--- src/rtl/regfile_wb_arbiter_pkg.sv ---
// rtl/regfile_wb_arbiter_pkg.sv - shared defaults and index helpers for the writeback arbiter
package regfile_wb_arbiter_pkg;

  localparam int AW_DEFAULT = 5;
  localparam int DW_DEFAULT = 32;
  localparam int REG_ZERO   = 0;

  // Explicit wrap so non-power-of-two requester counts stay in range.
  function automatic int next_idx(input int idx, input int n);
    return (idx + 1 >= n) ? 0 : idx + 1;
  endfunction

endpackage

--- src/rtl/regfile_wb_arbiter_rr_arbiter.sv ---
// rtl/regfile_wb_arbiter_rr_arbiter.sv - round-robin grant over NREQ requesters
module regfile_wb_arbiter_rr_arbiter
  import regfile_wb_arbiter_pkg::*;
#(
  parameter int NREQ = 3,
  parameter int PW   = (NREQ > 1) ? $clog2(NREQ) : 1
) (
  input  logic            clk,
  input  logic            reset,
  input  logic [NREQ-1:0] req_valid,
  output logic [NREQ-1:0] grant
);

  logic [PW-1:0] ptr_q, ptr_d;
  int            idx_c;
  logic          found_c;

  // Search starts at ptr and walks upward; the winner's successor becomes the new ptr.
  always_comb begin
    grant   = '0;
    ptr_d   = ptr_q;
    found_c = 1'b0;
    idx_c   = int'(ptr_q);
    for (int k = 0; k < NREQ; k++) begin
      if (!found_c && req_valid[idx_c]) begin
        grant[idx_c] = 1'b1;
        found_c      = 1'b1;
        ptr_d        = PW'(next_idx(idx_c, NREQ));
      end
      idx_c = next_idx(idx_c, NREQ);
    end
  end

  always_ff @(posedge clk) begin
    if (reset) begin
      ptr_q <= '0;
    end else begin
      ptr_q <= ptr_d;
    end
  end

endmodule

--- src/rtl/regfile_wb_arbiter.sv ---
// rtl/regfile_wb_arbiter.sv - shares the register-file write port and tracks busy destinations
module regfile_wb_arbiter
  import regfile_wb_arbiter_pkg::*;
#(
  parameter int NREQ = 3,
  parameter int AW   = AW_DEFAULT,
  parameter int DW   = DW_DEFAULT
) (
  input  logic               clk,
  input  logic               reset,
  input  logic [NREQ-1:0]    req_valid,
  input  logic [NREQ*AW-1:0] req_rd,
  input  logic [NREQ*DW-1:0] req_data,
  output logic [NREQ-1:0]    req_ready,
  input  logic               issue_valid,
  input  logic [AW-1:0]      issue_rd,
  input  logic [AW-1:0]      rs_a,
  input  logic [AW-1:0]      rs_b,
  output logic               hazard_a,
  output logic               hazard_b,
  output logic               RegWEn,
  output logic [AW-1:0]      regD,
  output logic [DW-1:0]      wb_data
);

  localparam int NREG = 1 << AW;

  logic [NREQ-1:0] grant;
  logic [AW-1:0]   sel_rd;
  logic [DW-1:0]   sel_data;
  logic            wen_q, wen_d;
  logic [AW-1:0]   rd_q, rd_d;
  logic [DW-1:0]   data_q, data_d;
  logic [NREG-1:0] busy_q, busy_d;

  regfile_wb_arbiter_rr_arbiter #(.NREQ(NREQ)) u_rr_arbiter (
    .clk       (clk),
    .reset     (reset),
    .req_valid (req_valid),
    .grant     (grant)
  );

  assign req_ready = reset ? '0 : grant;

  always_comb begin
    sel_rd   = '0;
    sel_data = '0;
    for (int i = 0; i < NREQ; i++) begin
      if (grant[i]) begin
        sel_rd   = req_rd[i*AW +: AW];
        sel_data = req_data[i*DW +: DW];
      end
    end
  end

  // A granted write to x0 still completes the handshake but never raises the enable.
  always_comb begin
    wen_d  = 1'b0;
    rd_d   = rd_q;
    data_d = data_q;
    if (|grant) begin
      wen_d  = (sel_rd != AW'(REG_ZERO));
      rd_d   = sel_rd;
      data_d = sel_data;
    end
  end

  // Clear on the edge the register file is written; a same-edge issue to that index wins.
  always_comb begin
    busy_d = busy_q;
    if (wen_q && rd_q != AW'(REG_ZERO)) begin
      busy_d[rd_q] = 1'b0;
    end
    if (issue_valid && issue_rd != AW'(REG_ZERO)) begin
      busy_d[issue_rd] = 1'b1;
    end
    busy_d[REG_ZERO] = 1'b0;
  end

  always_ff @(posedge clk) begin
    if (reset) begin
      wen_q  <= 1'b0;
      rd_q   <= '0;
      data_q <= '0;
      busy_q <= '0;
    end else begin
      wen_q  <= wen_d;
      rd_q   <= rd_d;
      data_q <= data_d;
      busy_q <= busy_d;
    end
  end

  assign hazard_a = busy_q[rs_a];
  assign hazard_b = busy_q[rs_b];
  assign RegWEn   = wen_q;
  assign regD     = rd_q;
  assign wb_data  = data_q;

endmodule

--- config.mk ---
export PLATFORM = sky130hd
export DESIGN_NAME = regfile_wb_arbiter
export DESIGN_NICKNAME = d
export VERILOG_FILES = /design/src/rtl/regfile_wb_arbiter_pkg.sv /design/src/rtl/regfile_wb_arbiter_rr_arbiter.sv /design/src/rtl/regfile_wb_arbiter.sv
export SDC_FILE = /design/constraint.sdc
export NUM_CORES = 1
export LEC_CHECK = 0
export CAP_MARGIN = 20
export CELL_PAD_IN_SITES_DETAIL_PLACEMENT = 1
export CELL_PAD_IN_SITES_GLOBAL_PLACEMENT = 1
export CORE_MARGIN = 2
export CORE_UTILIZATION = 25
export DETAILED_ROUTE_END_ITERATION = 16
export PLACE_DENSITY = 0.8
export SYNTH_ARGS = -nofsm -noshare
export SYNTH_HDL_FRONTEND = slang
export SYNTH_SLANG_ARGS = --single-unit
--- constraint.sdc ---
create_clock -name clk -period 5.63 [get_ports clk]
set_input_delay 1.126 -clock clk [delete_from_list [all_inputs] [get_ports clk]]
set_output_delay 1.126 -clock clk [all_outputs]
set_load 0.01 [all_outputs]
==> metrics.txt, run 1 <==
Skew-Pair Late Insertion Delay=0.34 ns; clk sink count=71; Iter 0 DRT Violations=239; Clock power frac=40.2%; Fill cells=1709; core area=14500 sq um; Routed Wire Length=15.2 mm; Crit Path Class=input pin to primary output; Synth async-reset ratio=0%; CP max stage delay=0.79 ns; # setup viols final=0; routed via count=4111; synth-to-layout area growth=60.2%; total number of H-tree levels=3; Congestion Overflow GR=0; skew final=0.00885 ns; IO Pins=175; global-route wire length before repair=23.7 mm; routability cong.=0.898; Yosys cell types=39; final hold vios=0; NetSw=389 uW; die height=125 microns; largest net degree at the start of global routing=40; total power=1470 uW; Clk pin slew, worst setup/hold paths=0.05 ns; Die Footprint=15700 sq um; antenna violations before repair=0; share of the synthesized area in the top cell type=38.7%; startpoint types=input pin; Hold Path Class=flip-flop to flip-flop; fin nets=732; FP Rows=44; synthesized cell area=3680 sq um; Final Max Tran Viols=0; status=finished, final reports clean; Net Sw Frac=26.5%; buffer and inverter count on the worst path=2; Clock Path Buffers=2; Seq pwr share=38.1%; # diodes=0; root buf cell=clkbuf_16; Data required, critical path=4.50 ns; global router's overall resource usage=19.0%; Cell Chain, Critical Path=clkdlybuf4s50_1 -> mux4_2 -> mux4_2 -> mux2_2 -> clkdlybuf4s50_1; Syn. warnings=0; worst-case vdd ir drop=137 uV; Pint=1080 uW; Setup crit end kind=primary output; part of the power in combinational logic=21.7%; Final period util=86.6%; P_leak=0.00199 uW; post-DP HPWL=12.0 mm; routed vias/inst=5.21; CTS tree=yes; Port Buffers=174; DIE WIDTH=125 microns; Gate Count Post-Synth=445; ANT nets after route=0; Slew HR=51.8%; unrepaired setup endpoints after global routing=no; Synth Area per Inst=8.26 sq um; EDFF count, synth=0; CP max-delay cell=clkdlybuf4s50_1; Initial Util=25.4%; vias in the first global route=4485; cell family with most CP delay=multiplexers; Most used DFF post-synth=dfxtp_1; area leader, netlist=dfxtp_1; Max Cap Viol=0; Max FO, Critical Path=9; Yosys reg bits=71; top post-synthesis cells by area=dfxtp_1, nand2_1, mux4_2, a22oi_1, a31oi_1; Routed WL per cell=19.3 microns; Power Density=249 nW/um^2; setup_tns=0 ns; WP data arrival=3.75 ns; fmax=205 MHz; Post-CTS Repair Setup Buffers=0; Hold Buf Count CTS=0; Pre-Repair DR Iteration Count=4; Post-Syn Nets=577; share of layout cells above drive strength 1=7.77%; DRC viols=0; CTS Buf Count=9; Tmin final=4.87 ns; Seq/Total Area, Yosys=38.7%; Slew @ Worst Pin=0.721 ns; post-CTS sizing=0
==> worst paths after layout <==
path	end	from	slack, ns	cells after the start
worst max-delay path	hazard_a	rs_a[1]	0.76	5
worst min-delay path	wb_data[10]	wb_data[10]	0.47	2
worst max register to register	RegWEn	u_rr_arbiter.ptr_q[1]	3.48	7
worst min register to register	wb_data[10]	wb_data[10]	0.47	2
==> power by group through the flow <==
stage	logic (uW)	registers, uW	clock network [uW]
floorplan	121	570	0
global placement	304	568	0
detailed placement	315	569	0
CTS	316	558	601
global route	343	562	623
finish	318	559	589
==> metal layers <==
layer	up-vias	part of all wire, %	GRT usage (%)
li1	1932	-	-
met2	183	52	34.5
met1	1973	39	21.6
met4	0	2.0	6.21
met3	23	7.5	4.96
met5	-	0	0
==> final cells by class <==
cell class                      instances  area, sq um  share of cell area (%)
Timing Repair Buffer                  179         1810                    30.7
Multi-Input combinational cell        338         2120                    36.0
Clock inverter                          5         56.3                   0.956
Tap cell                              184          230                    3.91
Sequential cell                        71         1420                    24.1
Clock buffer                           11          253                    4.29
Inverter                                1         3.75                  0.0637
==> sequential cells by signal, summed over array words and instances, names as in the netlist <==
name,count
RegWEn,1
wb_data,32
busy_q,31
regD,5
u_rr_arbiter.ptr_q,2
==> through the flow <==
stage / worst slack (ns) / hold slack (ns) / instances / util (%) / area, sq um
5_1_grt: 0.632 / 0.495 / 789 / 40.7 / 5890
4_1_cts: 0.758 / 0.472 / 787 / 40.4 / 5840
6_report: 0.756 / 0.467 / 789 / 40.7 / 5890
2_1_floorplan: 1.92 / 0.455 / 445 / - / 3680
3_3_place_gp: 0.853 / 0.455 / 771 / 38.2 / 5530
3_5_place_dp: 0.766 / 0.466 / 771 / 38.2 / 5530
==> worst register-to-register path: cells and delay by family, from the launching register on <==
| kind | cells | cell delay, ns |
|---|---|---|
| compound gates | 2 | 0.57 |
| simple gates | 3 | 0.49 |
| buf+inv | 1 | 0.42 |
| mux | 1 | 0.13 |
| flops | 1 | 0.47 |
==> synthesized netlist by cell type, types with 3 or more instances <==
cell / number
a31oi_1: 32
mux2i_1: 3
a21oi_1: 38
o21ai_0: 35
a22o_1: 3
nor2b_1: 9
mux4_2: 18
clkbuf_1: 20
dfxtp_1: 71
buf_2: 13
nand2_1: 115
mux2_2: 4
nor3_1: 3
a22oi_1: 33
nand3_1: 6
nand2b_1: 7
nor2_1: 13
==> cells by family after synthesis <==
logic type | after synthesis | share of synthesized area (%)
DFF | 71 | 38.7
muxes | 25 | 13.1
AOI/OAI and AO/OA | 153 | 25.7
buffers and inverters | 36 | 4.22
and+or+nand+nor | 160 | 18.3
==> cell usage in the layout, fill, tap and decap left out, types with 2 or more instances in the layout <==
| master | n |
|---|---|
| clkdlybuf4s50_1 | 173 |
| nand2_1 | 115 |
| dfxtp_1 | 71 |
| a21oi_1 | 38 |
| o21ai_0 | 35 |
| a22oi_1 | 33 |
| a31oi_1 | 32 |
| mux4_2 | 18 |
| nor2_1 | 13 |
| nor2b_1 | 9 |
| clkbuf_16 | 9 |
| nand2b_1 | 7 |
| nand3_1 | 6 |
| mux2_2 | 4 |
| a22o_1 | 3 |
| mux2i_1 | 3 |
| nor3_1 | 3 |
| buf_4 | 3 |
| clkinv_2 | 2 |
| clkbuf_8 | 2 |
No activity file was read; power rests on OpenSTA's default activity.
==> run 2: changes to the inputs <==
- SKIP_LAST_GASP: default -> 1
==> results of run 2 <==
Same layout as run 1: the final DEF is identical, and so are final timing and power.
==> run 3: changes to the inputs <==
- CORE_UTILIZATION: 25 -> 30
- PLACE_DENSITY: 0.8 -> 0.92
==> run 3 against run 2 <==
Non-clock buffer count down 1. Register-to-register slack gained 0.02 ns. Via count rose by 2.3%. Core utilization increased by 7.7 points. Sequential cell count unchanged. Critical path depth is the same.
==> metrics.txt, run 3 (synthesis results as in run 1) <==
multi-input logic area=2120 sq um (unchanged); FP Rows=40 (was 44); global router's overall resource usage=23.1% (was 19.0%); Final Max Tran Viols=0 (unchanged); setup_tns=0 ns (unchanged); share of layout cells above drive strength 1=7.28% (was 7.77%); # setup viols final=0 (unchanged); Seq pwr share=37.7% (was 38.1%); FF-to-FF path depth=7 (unchanged); Pint=1100 uW (was 1080 uW); Max FO, Critical Path=9 (unchanged); Congestion Overflow GR=0 (unchanged); routed vias/inst=5.59 (was 5.21); metal1 wirelength=5.66 mm (was 5.91 mm); vias in the first global route=4554 (was 4485); routability cong.=0.883 (was 0.898); Setup crit end kind=primary output (unchanged); largest net degree at the start of global routing=44 (was 40); fmax=207 MHz (was 205 MHz); Clock power frac=41.0% (was 40.2%); Max Cap Viol=0 (unchanged); part of the power in combinational logic=21.3% (was 21.7%); routed via count=4206 (was 4111); RR Endpoint=RegWEn (unchanged); Hold Buf Count CTS=0 (unchanged); post-placement cell count=735 (was 771); Initial Util=30.6% (was 25.4%); Final period util=85.9% (was 86.6%); Die Footprint=13200 sq um (was 15700 sq um); root buf cell=clkbuf_16 (unchanged); Pre-Repair DR Iteration Count=4 (unchanged); WP data arrival=3.71 ns (was 3.75 ns); worst-case vdd ir drop=133 uV (was 137 uV); Slew @ Worst Pin=1.02 ns (was 0.721 ns); CTS tree=yes (unchanged); Net Sw Frac=26.2% (was 26.5%); startpoint types=input pin (unchanged); post-DP HPWL=11.6 mm (was 12.0 mm); Top Layer Used=met4 (unchanged); IO Pins=175 (unchanged); worst reg2reg path startpoint=u_rr_arbiter.ptr_q[0] (was u_rr_arbiter.ptr_q[1]); Tmin final=4.83 ns (was 4.87 ns); max reg flops=32 (unchanged); ANT nets after route=0 (unchanged); CTS Buf Count=9 (unchanged); worst hold start=wb_data[0] (was wb_data[10]); P_leak=0.00198 uW (was 0.00199 uW); total number of H-tree levels=3 (unchanged); Skew-Pair Late Insertion Delay=0.33 ns (was 0.34 ns); Iter 0 DRT Violations=237 (was 239); Post-Layout Cell Count=752 (was 789); core area=12000 sq um (was 14500 sq um); Worst Hold Depth=2 (unchanged); Post-CTS Repair Setup Buffers=0 (unchanged); Routed WL per cell=20.1 microns (was 19.3 microns); Worst Hold Endpoint=wb_data[0] (was wb_data[10]); most frequent cells in the layout=clkdlybuf4s50_1, nand2_1, dfxtp_1 (unchanged); post-CTS sizing=0 (unchanged); Data required, critical path=4.50 ns (about the same); fin nets=731 (was 732); Port Buffers=174 (unchanged); synth-to-layout area growth=58.1% (was 60.2%); unrepaired setup endpoints after global routing=no (unchanged); Routed Wire Length=15.1 mm (was 15.2 mm); status=finished, final reports clean (unchanged); global-route wire length before repair=23.3 mm (was 23.7 mm); Clock Path Buffers=2 (unchanged); routed wl met2=7.83 mm (about the same); NetSw=389 uW (about the same); total power=1490 uW (was 1470 uW); Clk pin slew, worst setup/hold paths=0.05 ns (about the same); final hold vios=0 (unchanged); met3 WL=916 microns (was 1.14 mm); Crit Path Class=input pin to primary output (unchanged); antenna violations before repair=1 (was 0); Hold Path Class=flip-flop to flip-flop (unchanged); fin area=5810 sq um (was 5890 sq um); flop2flop setup slack=3.50 ns (was 3.48 ns); clk sink count=71 (unchanged); most common cell after layout, fill and taps aside=clkdlybuf4s50_1 (unchanged); Slew HR=31.7% (was 51.8%); DRC viols=0 (unchanged); DIE WIDTH=115 microns (was 125 microns); Sequential cell area=1420 sq um (unchanged); placed inst area=5500 sq um (was 5530 sq um); Finished Core Util=48.4% (was 40.7%); skew final=0.00906 ns (was 0.00885 ns); Fill cells=1395 (was 1709); Power Density=256 nW/um^2 (was 249 nW/um^2); die height=115 microns (was 125 microns)
==> run 3: changes by cell type in the layout (fill, tap and decap cells not counted) <==
cell        before  now
diode_2          0    1
bufinv_16        1    2
clkinv_4         1    2
clkbuf_1         0    2
clkinvlp_4       1    0
buf_16           1    0
clkbuf_8         2    0
clkinv_2         2    1
buf_4            3    4
buf_12           1    0
==> run 3: metrics by stage <==
stage | setup WS [ns] | hold slack [ns]
2_1_floorplan | 1.92 | 0.455
3_3_place_gp | 0.862 | 0.455
3_5_place_dp | 0.796 | 0.466
4_1_cts | 0.781 | 0.474
5_1_grt | 0.708 | 0.485
6_report | 0.796 | 0.472
==> run 3: routing by layer <==
layer	track usage [%]	vias to the layer above
li1	-	1939
met1	24.9	2041
met2	42.1	180
met3	4.71	46
met4	13.1	0
met5	0	-
==> run 3: worst max path at each step <==
stage	end	cells after the start	from
floorplan	hazard_a	4	rs_a[1]
global placement	hazard_b	5	rs_b[1]
detailed placement	hazard_a	5	rs_a[1]
CTS	hazard_a	5	rs_a[1]
global route	hazard_a	5	rs_a[1]
finish	hazard_a	5	rs_a[1]
==> run 3: final cells by class <==
class,count,share of cell area (%)
multi-input combinational,338,36.5
timing repair buffer,178,30.4
sequential,71,24.5
clock buffer,11,4.00
tap,147,3.16
clock inverter,5,1.42
inverter,1,0.0646
antenna,1,0.0430
==> run 3: power by group through the flow <==
stage / logic (uW) / registers, uW / clock network (uW)
finish: 316 / 561 / 609
global placement: 304 / 568 / 0
floorplan: 121 / 570 / 0
CTS: 318 / 560 / 618
global route: 338 / 564 / 638
detailed placement: 315 / 571 / 0
==> run 3: worst max-delay path, cell delays in order <==
cell	delay [ns]
clkdlybuf4s50_1	0.78
mux4_2	0.57
mux4_2	0.49
mux2_2	0.27
clkdlybuf4s50_1	0.48
